$ cat config.mk
export PLATFORM = sky130hd
export DESIGN_NAME = ps2_host_tx
export DESIGN_NICKNAME = d
export VERILOG_FILES = /design/src/rtl/ps2_host_tx.sv
export SDC_FILE = /design/constraint.sdc
export NUM_CORES = 1
export LEC_CHECK = 0
export ABC_AREA = 1
export CAP_MARGIN = 20
export CORE_UTILIZATION = 45
export DETAILED_ROUTE_END_ITERATION = 8
export PLACE_DENSITY_LB_ADDON = 0.05
export SYNTH_ARGS = -nofsm -noshare
export SYNTH_HDL_FRONTEND = slang
export SYNTH_SLANG_ARGS = --single-unit
$ cat constraint.sdc
create_clock -name clock -period 1.88 [get_ports clock]
set_input_delay 0.376 -clock clock [delete_from_list [all_inputs] [get_ports clock]]
set_output_delay 0.376 -clock clock [all_outputs]
set_load 0.02 [all_outputs]
$ cat src/rtl/ps2_host_tx.sv
// PS/2 host-to-device transmitter: inhibit, request-to-send, 11-clock frame, ack; MMIO TXDATA/STATUS.
// Optional build macro PS2TX_IRQ_EN enables the completion interrupt on ps2tx_irq.
module ps2_host_tx #(
  parameter int unsigned INHIBIT_CYCLES = 5000,
  parameter int unsigned TIMEOUT_CYCLES = 1000000
) (
  input  logic        clock,
  input  logic        reset,
  input  logic        ps2_clk_i,
  output logic        ps2_clk_o,
  output logic        ps2_clk_d,
  input  logic        ps2_data_i,
  output logic        ps2_data_o,
  output logic        ps2_data_d,
  input  logic [31:0] mmioInData,
  output logic [31:0] mmioOutData,
  input  logic [31:0] mmioAddr,
  input  logic [4:0]  mmioOpm,
  output logic [1:0]  mmioOK,
  output logic        ps2tx_irq
);

  localparam logic [1:0] UMEM_OK_READY = 2'b00;
  localparam logic [1:0] UMEM_OK_OK    = 2'b01;
  localparam int unsigned INH_W = $clog2(INHIBIT_CYCLES + 1);
  localparam int unsigned TMO_W = $clog2(TIMEOUT_CYCLES + 1);

  typedef enum logic [2:0] {
    IDLE,
    INHIBIT,
    RTS,
    BITS,
    ACK,
    WAITIDLE
  } state_t;

  state_t           state, stateNext;
  logic [INH_W-1:0] inhCnt, inhCntNext;
  logic [TMO_W-1:0] tmoCnt, tmoCntNext;
  logic [9:0]       frame, frameNext;
  logic [3:0]       bitCnt, bitCntNext;
  logic             clkDrive, clkDriveNext;
  logic             dataDrive, dataDriveNext;
  logic             busy, busyNext;
  logic             ackOk, ackOkNext;
  logic             err, errNext;
  logic             overrun, overrunNext;

  logic clkSync1, clkSync2, dataSync1, dataSync2;
  logic clkFall;
  logic sel, access, wrTx, rdStat;
  logic unusedBits;

  assign ps2_clk_o  = 1'b0;
  assign ps2_data_o = 1'b0;
  assign ps2_clk_d  = clkDrive;
  assign ps2_data_d = dataDrive;

  assign sel    = (mmioAddr[27:16] == 12'h000) && (mmioAddr[15:4] == 12'hE08);
  assign access = sel && (mmioOpm[3] || mmioOpm[4]);
  assign wrTx   = sel && mmioOpm[4] && (mmioAddr[3:0] == 4'h0);
  assign rdStat = sel && mmioOpm[3] && (mmioAddr[3:0] == 4'h4);
  assign clkFall = clkSync2 && !clkSync1;

  assign unusedBits = ^{mmioInData[31:8], mmioAddr[31:28], mmioOpm[2:0]};

  // Synchronisers reset to the idle (released, high) line level so no false edge follows reset.
  always_ff @(posedge clock) begin
    if (!reset) begin
      clkSync1  <= 1'b1;
      clkSync2  <= 1'b1;
      dataSync1 <= 1'b1;
      dataSync2 <= 1'b1;
    end else begin
      clkSync1  <= ps2_clk_i;
      clkSync2  <= clkSync1;
      dataSync1 <= ps2_data_i;
      dataSync2 <= dataSync1;
    end
  end

  always_ff @(posedge clock) begin
    if (!reset) begin
      state     <= IDLE;
      inhCnt    <= '0;
      tmoCnt    <= '0;
      frame     <= '0;
      bitCnt    <= '0;
      clkDrive  <= 1'b0;
      dataDrive <= 1'b0;
      busy      <= 1'b0;
      ackOk     <= 1'b0;
      err       <= 1'b0;
      overrun   <= 1'b0;
    end else begin
      state     <= stateNext;
      inhCnt    <= inhCntNext;
      tmoCnt    <= tmoCntNext;
      frame     <= frameNext;
      bitCnt    <= bitCntNext;
      clkDrive  <= clkDriveNext;
      dataDrive <= dataDriveNext;
      busy      <= busyNext;
      ackOk     <= ackOkNext;
      err       <= errNext;
      overrun   <= overrunNext;
    end
  end

  always_comb begin
    stateNext     = state;
    inhCntNext    = inhCnt;
    tmoCntNext    = tmoCnt;
    frameNext     = frame;
    bitCntNext    = bitCnt;
    clkDriveNext  = clkDrive;
    dataDriveNext = dataDrive;
    busyNext      = busy;
    ackOkNext     = ackOk;
    errNext       = err;
    overrunNext   = overrun;

    // Read-clear happens first so a status event in the same cycle is not lost.
    if (rdStat) begin
      errNext     = 1'b0;
      overrunNext = 1'b0;
    end
    if (wrTx && (state != IDLE)) begin
      overrunNext = 1'b1;
    end

    case (state)
      IDLE: begin
        if (wrTx) begin
          frameNext     = {1'b1, ~^mmioInData[7:0], mmioInData[7:0]};
          ackOkNext     = 1'b0;
          errNext       = 1'b0;
          busyNext      = 1'b1;
          inhCntNext    = '0;
          clkDriveNext  = 1'b1;
          dataDriveNext = 1'b0;
          stateNext     = INHIBIT;
        end
      end
      INHIBIT: begin
        if (inhCnt == INH_W'(INHIBIT_CYCLES - 1)) begin
          clkDriveNext  = 1'b0;
          dataDriveNext = 1'b1;
          stateNext     = RTS;
        end else begin
          inhCntNext = inhCnt + 1'b1;
        end
      end
      RTS: begin
        tmoCntNext = TMO_W'(TIMEOUT_CYCLES);
        bitCntNext = '0;
        stateNext  = BITS;
      end
      BITS: begin
        if (clkFall) begin
          dataDriveNext = ~frame[0];
          frameNext     = {1'b0, frame[9:1]};
          if (bitCnt == 4'd9) begin
            stateNext = ACK;
          end else begin
            bitCntNext = bitCnt + 1'b1;
          end
        end
      end
      ACK: begin
        if (clkFall) begin
          if (!dataSync1) begin
            ackOkNext = 1'b1;
          end else begin
            errNext = 1'b1;
          end
          stateNext = WAITIDLE;
        end
      end
      WAITIDLE: begin
        if (clkSync2 && dataSync2) begin
          busyNext  = 1'b0;
          stateNext = IDLE;
        end
      end
      default: begin
        clkDriveNext  = 1'b0;
        dataDriveNext = 1'b0;
        busyNext      = 1'b0;
        stateNext     = IDLE;
      end
    endcase

    // Timeout overrides whatever the frame states decided this cycle.
    if ((state == BITS) || (state == ACK) || (state == WAITIDLE)) begin
      if (tmoCnt == '0) begin
        clkDriveNext  = 1'b0;
        dataDriveNext = 1'b0;
        errNext       = 1'b1;
        busyNext      = 1'b0;
        stateNext     = IDLE;
      end else begin
        tmoCntNext = tmoCnt - 1'b1;
      end
    end
  end

  always_ff @(posedge clock) begin
    if (!reset) begin
      mmioOK      <= UMEM_OK_READY;
      mmioOutData <= '0;
    end else begin
      mmioOK      <= access ? UMEM_OK_OK : UMEM_OK_READY;
      mmioOutData <= rdStat ? {28'b0, overrun, err, ackOk, busy} : '0;
    end
  end

`ifdef PS2TX_IRQ_EN
  logic irq;

  // Completion wins over a simultaneous STATUS read so the event is never dropped.
  always_ff @(posedge clock) begin
    if (!reset) begin
      irq <= 1'b0;
    end else if (busy && !busyNext) begin
      irq <= 1'b1;
    end else if (rdStat) begin
      irq <= 1'b0;
    end
  end

  assign ps2tx_irq = irq;
`else
  assign ps2tx_irq = 1'b0;
`endif

endmodule

==> run metrics <==
Critical Path AT 1.37 ns; placed cell area 4970 um2; Tmin final 1.75 ns; I/O Pins 112; drt pass-1 iters 4; synth unique cells 43; HPWL after DPL 7.45 mm; share of cells above drive strength 1 0.121; DIE WIDTH 99.8 um; core footprint 9240 um2; combinational group share of total power 0.091; Hold Path Sink clkSync2$_SDFF_PN1_; Cells after Synth 664; switching power 0.716 mW; most common flop cell mapped by yosys dfxtp_1; global placer's final weighted congestion 0.895; global routing's busiest layer met2; Final Skew 0.00720 ns; synth top area cells dfxtp_1 30%, nand2_1 11%, nand3_1 8.7%; CTS tree done; layout overhead on the synthesized area 20.8%; pre-CTS WS -0.170 ns; Post-synth top cells 131 x nand2_1, 98 x nor2_1, 77 x inv_1; CP Capture Type output port; Worst path max stage delay 0.63 ns; crit start category register; Clock Power Share 0.442; vias in the first global route 3,838; worst reg2reg endpoint tmoCnt[18]$_SDFF_PN0_; hold path depth 2; critical path class register to output port; post-route ant nets 0; Max clock buf depth 2; Die ar. 9950 um2; Fillers 905; warnings from Yosys 0; endpoints failing hold 0; Flop pwr share 0.467; drt drc 0; total gr overflow 0; final worst path period share 0.929; Hold Path Origin clkSync1$_SDFF_PN1_; initial DRC count 130; met1 usage 0.274; Worst path top cell family by delay buffers and inverters; Mean Syn Cell Area 6.48 um2; CP Cell Sequence clkdlybuf4s50_1; internal power 2.24 mW; max-cap violations 0; Mapped Area 4300 um2; die height 99.8 um; Post-Route Utilization 0.562; TritonCTS Sinks 65; cts hold-fix bufs 0; crit path buf inv count 1; max-slew violation count 0; # H-tree levels 3; vias per cell 4.80; ant diodes 0; fmax 573 MHz; #FFs+latches synth 65; Worst R2R Path Depth 12; number of cell rows 35; cell with the most instances after synthesis nand2_1; ys async rst share 0; leading area contributor after synthesis dfxtp_1; initial core utilization 0.465; EDFF count, synth 0; total track usage 0.215; clk root buf clkbuf_8; grt met3 use 0.0330; WL per Instance 11.6 um; Layout Nets 809; DRT Wirelength 10.1 mm; Final Total Pwr 2.95 mW; share of the synthesized area in the top cell type 0.303; IO buf count 48; flop2flop setup slack 0.18 ns; # setup viols final 0; worst reg2reg path startpoint tmoCnt[0]$_SDFF_PN0_; worst vdd rail ir drop 245 uV; largest net degree at the start of global routing 33; first-pass GRT wire length 17.2 mm; Leakage Power 2.40 nW; Sw Share 0.242; cts bufs inserted 9; Crit Path Max Fanout 4; WHS 0.425 ns; Power Density 569 nW/um2; Clk Latency, worst-skew pair 0.35 ns; CP max-delay cell clkdlybuf4s50_1; GR Util met2 0.364; Via Count 4,160; min-delay worst type register to register; final setup margin 0.134 ns; Worst Path Required 1.50 ns; cell area after layout 5190 um2; sequential cell area fraction in the yosys report 0.303; antenna violations before repair 0; status finished, final reports clean; clk slew on worst S/H paths 0.07 ns
==> state kept, by name (all words and copies together) (netlist names) <==
register and cells:
tmoCnt 20, inhCnt 13, frame 10, bitCnt 4
mmioOutData 4, state 3, ackOk 1, busy 1
clkSync1 1, clkSync2 1, dataSync1 1, dataSync2 1
err 1, mmioOK 1, overrun 1, ps2_clk_d 1
ps2_data_d 1
==> through the flow <==
step	setup TNS, ns	std cells
finish	0	866
global route	-0.00250	866
CTS	0	865
detailed placement	-4.02	849
global placement	-3.60	849
floorplan	0	695
==> how the worst max path moves through the flow <==
stage                               start  depth (start not counted)                      to  slack (ns)
floorplan            tmoCnt[0]$_SDFF_PN0_                         12   tmoCnt[12]$_SDFF_PN0_        0.28
global placement             mmioAddr[13]                         12  inhCnt[0]$_SDFFE_PN0P_       -0.14
detailed placement           mmioAddr[13]                         12   frame[8]$_SDFFE_PN0P_       -0.17
CTS                 ps2_data_d$_SDFF_PN0_                          1              ps2_data_d        0.10
global route                 mmioAddr[13]                         12   frame[0]$_SDFFE_PN0P_      -0.003
finish              ps2_data_d$_SDFF_PN0_                          1              ps2_data_d        0.13
==> layout by cell type (no fill, tap or decap), types with 9 or more instances in the layout <==
master and instances:
a21oi_1 31, buf_4 22, clkbuf_8 9, clkdlybuf4s50_1 48, conb_1 32, dfxtp_1 65
inv_1 77, inv_2 10, nand2_1 131, nand3_1 75, nand4_1 11, nor2_1 98
nor3_1 15, o21ai_0 20, xor2_1 13
==> cell families after synthesis <==
kind of cell / synth area share
adders and majority gates: 0.0116
xor gates and xnor gates: 0.0387
other: 0.000872
and+or+nand+nor: 0.397
AOI/OAI and AO/OA: 0.0919
DFF: 0.303
buffers and inverters: 0.157
==> power by group through the flow <==
stage                     Sequential (mW)  Clock, mW  Combinational (mW)
after global placement               1.41          0               0.265
final                                1.38       1.30               0.269
after CTS                            1.38       1.33               0.270
after floorplan                      1.41          0               0.195
after detailed placement             1.41          0               0.269
after global routing                 1.38       1.40               0.297
==> what timing repair did <==
item,CTS,global route
gates resized for setup,0,2
setup endpoints to repair,0,3
buffers inserted,0,1
==> final cells by class <==
class	instances	area (um2)	area share
clock buffer	10	128	0.0246
clock inverter	6	82.6	0.0159
inverter	87	327	0.0629
multi-input combinational	494	2450	0.471
sequential	65	1300	0.251
tap	129	161	0.0311
timing repair buffer	75	746	0.144
==> metal layers <==
metal	routed length, um	vias up
li1	-	2193
met5	0	-
met2	4700	100
met1	4810	1859
met3	457	8
met4	108	0
Power figures use the tool's default switching activity.
